<file path="src/rtl/hazard_scoreboard.sv">
// Scoreboard-based hazard detection and operand forwarding for the in-order pipeline.
// Optional counters are enabled with `define HAZARD_SCOREBOARD_STATS_EN.
module hazard_scoreboard #(
    parameter int unsigned NUM_STAGES = 3,
    parameter int unsigned REG_AW     = 5,
    parameter int unsigned LOAD_READY = 2,
    parameter int unsigned SELW       = $clog2(NUM_STAGES + 1)
) (
    input  logic              clk,
    input  logic              rst,
    input  logic              id_valid,
    input  logic [REG_AW-1:0] id_rs1,
    input  logic [REG_AW-1:0] id_rs2,
    input  logic              id_use_rs1,
    input  logic              id_use_rs2,
    input  logic [REG_AW-1:0] id_rd,
    input  logic              id_reg_write,
    input  logic              id_mem_read,
    input  logic              flush,
    output logic              stall,
    output logic [SELW-1:0]   fwd_sel1,
    output logic [SELW-1:0]   fwd_sel2
`ifdef HAZARD_SCOREBOARD_STATS_EN
    ,
    output logic [31:0]       stat_stall_cycles,
    output logic [31:0]       stat_fwd_events
`endif
);

    typedef struct packed {
        logic              valid;
        logic [REG_AW-1:0] rd;
        logic              wr;
        logic              ld;
    } entry_t;

    entry_t sb_q [NUM_STAGES:1];
    entry_t sb_d [NUM_STAGES:1];

    logic late_ld1;
    logic late_ld2;

    // Scan oldest to youngest so the smallest matching index is the one left standing.
    always_comb begin
        fwd_sel1 = '0;
        fwd_sel2 = '0;
        late_ld1 = 1'b0;
        late_ld2 = 1'b0;
        for (int unsigned k = NUM_STAGES; k >= 1; k--) begin
            if (sb_q[k].valid && sb_q[k].wr && (sb_q[k].rd == id_rs1) &&
                (id_rs1 != '0) && id_use_rs1 && id_valid) begin
                fwd_sel1 = SELW'(k);
                late_ld1 = sb_q[k].ld && (k < LOAD_READY);
            end
            if (sb_q[k].valid && sb_q[k].wr && (sb_q[k].rd == id_rs2) &&
                (id_rs2 != '0) && id_use_rs2 && id_valid) begin
                fwd_sel2 = SELW'(k);
                late_ld2 = sb_q[k].ld && (k < LOAD_READY);
            end
        end
        stall = late_ld1 | late_ld2;
    end

    always_comb begin
        for (int unsigned k = 1; k <= NUM_STAGES; k++) begin
            sb_d[k] = '0;
        end
        if (id_valid && !stall && !flush) begin
            sb_d[1].valid = 1'b1;
            sb_d[1].rd    = id_rd;
            sb_d[1].wr    = id_reg_write;
            sb_d[1].ld    = id_mem_read;
        end
        for (int unsigned k = 2; k <= NUM_STAGES; k++) begin
            sb_d[k] = sb_q[k-1];
        end
    end

    always_ff @(posedge clk) begin
        if (rst) begin
            for (int unsigned k = 1; k <= NUM_STAGES; k++) begin
                sb_q[k] <= '0;
            end
        end else begin
            sb_q <= sb_d;
        end
    end

`ifdef HAZARD_SCOREBOARD_STATS_EN
    logic [31:0] stall_cnt_q;
    logic [31:0] fwd_cnt_q;

    always_ff @(posedge clk) begin
        if (rst) begin
            stall_cnt_q <= '0;
            fwd_cnt_q   <= '0;
        end else begin
            if (stall && !flush) begin
                stall_cnt_q <= stall_cnt_q + 32'd1;
            end
            if (!stall && id_valid) begin
                fwd_cnt_q <= fwd_cnt_q + 32'(fwd_sel1 != '0) + 32'(fwd_sel2 != '0);
            end
        end
    end

    assign stat_stall_cycles = stall_cnt_q;
    assign stat_fwd_events   = fwd_cnt_q;
`else
    // Statistics counters are not built in this configuration.
`endif

endmodule
</file>
<file path="config.mk">
export PLATFORM = sky130hd
export DESIGN_NAME = hazard_scoreboard
export DESIGN_NICKNAME = d
export VERILOG_FILES = /design/src/rtl/hazard_scoreboard.sv
export SDC_FILE = /design/constraint.sdc
export NUM_CORES = 1
export LEC_CHECK = 0
export CAP_MARGIN = 10
export CORE_MARGIN = 2
export CORE_UTILIZATION = 50
export CTS_BUF_LIST = sky130_fd_sc_hd__clkbuf_2
export CTS_CLUSTER_DIAMETER = 40
export DETAILED_ROUTE_END_ITERATION = 16
export GPL_ROUTABILITY_DRIVEN = 0
export PLACE_DENSITY = 0.77
export SYNTH_ARGS = -nofsm -noshare
export SYNTH_HDL_FRONTEND = slang
export SYNTH_SLANG_ARGS = --single-unit
</file>
<file path="constraint.sdc">
create_clock -name clk -period 3.1 [get_ports clk]
set_clock_uncertainty 0.05 [all_clocks]
set_input_delay 0.62 -clock clk [delete_from_list [all_inputs] [get_ports clk]]
set_output_delay 0.62 -clock clk [all_outputs]
set_load 0.1 [all_outputs]
</file>
# [Yosys cells after proc, flatten, opt, wreduce, memory -nomap -nowiden]
# Cells that the tools add are included.
[totals] output_inout_bits=5 register_bits=22
[op_classes] bitwise_logic=2 eq_ne=6 mux=9 n_reduce_logical=34
[op_table] op="5-bit == test" n=6
[op_table] op="1-bit logical AND" n=29
[op_table] op="2-bit 2-to-1 mux" n=6
[op_table] op="5-bit nonzero test" n=2
[op_table] op="8-bit 2-to-1 mux" n=1
[op_table] op="1-bit logical NOT" n=2
[op_table] op="1-bit 2-to-1 mux" n=2
[op_table] op="2-bit OR reduction" n=1
[op_table] op="1-bit NOT" n=1
[op_table] op="1-bit bitwise OR" n=1

# [Logic depth before layout (Yosys ltp)]
[logic_depth] word_depth=12 ltp_mapped=5 ltp_nobuf=5

# [Least setup slack after synthesis]
# No wires, ideal clock.
[synth_path] kind="input -> output" start="in id_rs1[0]" end="out fwd_sel1[1]" cell_stages=4 setup_slack_ns=-1.257 n_path_buf=0 arrival_time_ns=3.687 cell_sequence="or4_1 o211ai_2 or4_4 a21boi_0"
[synth_between] elab_chain_cells=8 word_cells_on_any_way=19 classes_between="eq/ne (3); mux (3); reduce/logical (13)"
[synth_rtl] item="from (decl)" line="12" text="input logic [REG_AW-1:0] id_rs1,"
[synth_rtl] item="5-bit == test" line="50" text="if (sb_q[k].valid && sb_q[k].wr && (sb_q[k].rd == id_rs1) &&"
[synth_rtl] item="1-bit logical AND (2 in series)" line="50"
[synth_rtl] item="1-bit logical AND (2 in series)" line="51" text="(id_rs1 != '0) && id_use_rs1 && id_valid) begin"
[synth_rtl] item="2-bit 2-to-1 mux (2 in series)" line="50"
[synth_rtl] item="2-bit 2-to-1 mux (*)" line="50"
[synth_rtl] item="to (decl)" line="21" text="output logic [SELW-1:0] fwd_sel1,"
# Mark *: on every way between the ends. The rest lies on a longest branch, timed or not.

# [Worst setup path in the final report]
[layout_path] start="in id_valid" end="out fwd_sel1[0]"
[layout_between] elab_chain_cells=4 word_cells_on_any_way=6 classes_between="mux (3); reduce/logical (3)"
[layout_rtl] item="from (decl)" line="11" text="input logic id_valid,"
[layout_rtl] item="1-bit logical AND" line="51"
[layout_rtl] item="2-bit 2-to-1 mux (2 in series)" line="50"
[layout_rtl] item="2-bit 2-to-1 mux (*)" line="50"
# Marks and branches as above.

==> results.json <==
{
  "outcome": "finished, final reports clean",
  "antenna_cells": 0,
  "cts_buffers": 3,
  "netlist_area_mm2": 0.00110,
  "cts-htree-levels": 1,
  "crit_arrival_ps": 2340,
  "yosysUniqueCellTypes": 16,
  "fill_cells": 158,
  "fin_crit_ps": 3010,
  "final.setup.tns_ps": 0,
  "clkPwrFrac": 0.221,
  "cellPowerDensity_mw_per_mm2": 317,
  "first_global_vias": 927,
  "power.leakage_nw": 0.560,
  "die_height_um": 50.8,
  "layout.nets": 165,
  "path_class": "in2out",
  "dr_total_vias": 890,
  "fmax_mhz": 332,
  "track_usage": 0.226,
  "ios": 28,
  "cp_max_fo": 3,
  "ir_drop_mv": 0.303,
  "synthSimpleGateAreaFrac": 0.298,
  "initial_core_util": 0.542,
  "drtIter0Drc": 5,
  "synth_top_family_by_area": "simple AND/OR/NAND/NOR gates",
  "syn_inst": 103,
  "final_cell_mix": "xnor2_1, dfxtp_1, nor2b_1",
  "fin_area_mm2": 0.00153,
  "syn_to_final_growth_pct": 39.4,
  "synth-xor-area-share": 0.240,
  "rows": 16,
  "tightest_slew_ps": 823,
  "slew_headroom": 0.450,
  "drt_first_pass_iters": 4,
  "syn-num-nets": 126,
  "layout_commonest_cell": "xnor2_1",
  "routed_wirelength_mm": 2.48,
  "worstSetupStartpointType": "input port",
  "clkLatencyLatePin_ps": 320,
  "ys_warn_count": 0,
  "hold_ws_ps": 426,
  "final_util": 0.756,
  "ys_seq_area_frac": 0.402,
  "hp-class": "reg2reg",
  "sequentialPowerShare": 0.606,
  "synth_compound_area_frac": 0.0537,
  "muxShareOfSynthArea": 0,
  "finalSetupViolCount": 0,
  "drv_cap": 0,
  "synthAdderAreaFrac": 0,
  "die-area_mm2": 0.00258,
  "place_area_mm2": 0.00152,
  "overflow": 0,
  "grt_max_degree": 23,
  "drive_gt1_frac": 0.200,
  "cts_hold_buffers": 0,
  "avgRoutedWirePerCell_um": 14.9,
  "rsz0062_at_grt": "false",
  "viasPerCell": 5.33,
  "core_area_mm2": 0.00202,
  "required_ps": 2430,
  "p_int_mw": 0.366,
  "clockBufferDepth": 2,
  "synth-seq-cells": 22,
  "port_buffers": 27,
  "grt_pass1_wl_mm": 4.30,
  "cts_tree": "done",
  "dieWidth_um": 50.8,
  "p_switching_mw": 0.118,
  "final-hold-violation-count": 0,
  "clock_sinks": 22,
  "clk_pin_slew_ps": 190,
  "period_share": 0.970,
  "drc": 0,
  "layout_setup_ws_ps": 92.2,
  "drtAntennaViolNets": 0,
  "pre_cts_ws_ps": -85.6,
  "combPwrFrac": 0.173,
  "slew_viol_final": 0,
  "syn_area_per_cell_um2": 10.6,
  "end_kind": "output pin",
  "post-cts-setup-buffers": 0,
  "antenna_found_initial": 0,
  "cts_root_buf": "clkbuf_2",
  "swShare": 0.244
}
[power groups by stage]
stage / sequential (mW) / combinational [mW] / clock [mW]
after detailed placement: 0.299 / 0.0877 / 0
final: 0.293 / 0.0838 / 0.107
after global routing: 0.294 / 0.0909 / 0.120
after CTS: 0.293 / 0.0839 / 0.112
after global placement: 0.299 / 0.0848 / 0
after floorplan: 0.298 / 0.0364 / 0
[metrics by stage]
stage	total power, mW	std cells
after global routing	0.505	167
after detailed placement	0.387	164
after CTS	0.489	167
after floorplan	0.334	103
after global placement	0.384	164
final	0.484	167
[cell type report]
class / count / area (µm²) / area share
Timing Repair Buffer: 36 / 379 / 0.248
Multi-Input combinational cell: 79 / 659 / 0.432
Tap cell: 27 / 33.8 / 0.0221
Sequential cell: 22 / 440 / 0.288
Clock buffer: 3 / 15.0 / 0.00983
[per-layer routing]
layer  part of all wire  vias up  global-route usage  routed length, µm
met4              0.032        0               0.117                 80
met2               0.51       32               0.406               1260
met1               0.41      411               0.261               1020
li1                   -      437                   -                  -
met3              0.049       10              0.0322                122
met5                  0        -                   0                  0
[sequential cells by signal (all words and copies together), names as in the netlist]
signal and count:
sb_d 15, sb_q 7
[critical path, cell delays in order]
cell	delay [ps]
clkdlybuf4s50_1	540
o211ai_2	140
or4_1	570
nand2b_1	170
nand2_1	110
buf_12	180
[final timing paths]
kind | slack (ps) | end | startpoint | cells past startpoint
worst max register to register | 1120 | sb_d[9] | sb_d[11] | 6
worst min-delay path | 430 | sb_q[23] | sb_d[23] | 1
worst max-delay path | 90 | fwd_sel1[0] | id_valid | 6
worst min register to register | 430 | sb_q[23] | sb_d[23] | 1
[cells by family (layout without fill, tap and decap cells)]
| logic type | count (synthesis) | count (layout) |
|---|---|---|
| buffers and inverters | 2 | 39 |
| AOI/OAI and AO/OA | 5 | 5 |
| DFF | 22 | 22 |
| and+or+nand+nor | 44 | 44 |
| xor gates and xnor gates | 30 | 30 |
[Yosys cell counts]
master | n | area (µm²)
a21boi_0 | 2 | 15.0
a21boi_4 | 1 | 18.8
clkbuf_1 | 2 | 7.51
dfxtp_1 | 22 | 440
nand2_1 | 5 | 18.8
nand2b_1 | 2 | 12.5
nand4_1 | 6 | 37.5
nor2b_1 | 15 | 93.8
nor3b_1 | 1 | 7.51
nor4bb_1 | 4 | 40.0
nor4bb_2 | 3 | 48.8
o211ai_2 | 2 | 25.0
or4_1 | 6 | 45.0
or4_4 | 2 | 22.5
xnor2_1 | 24 | 210
xor2_1 | 6 | 52.6
[timing repair]
item	4_1_cts	5_1_grt
pin swaps	0	0
resized for setup	9	2
endpoints found under the setup margin	5	3
No activity file was read; power rests on OpenSTA's default activity.
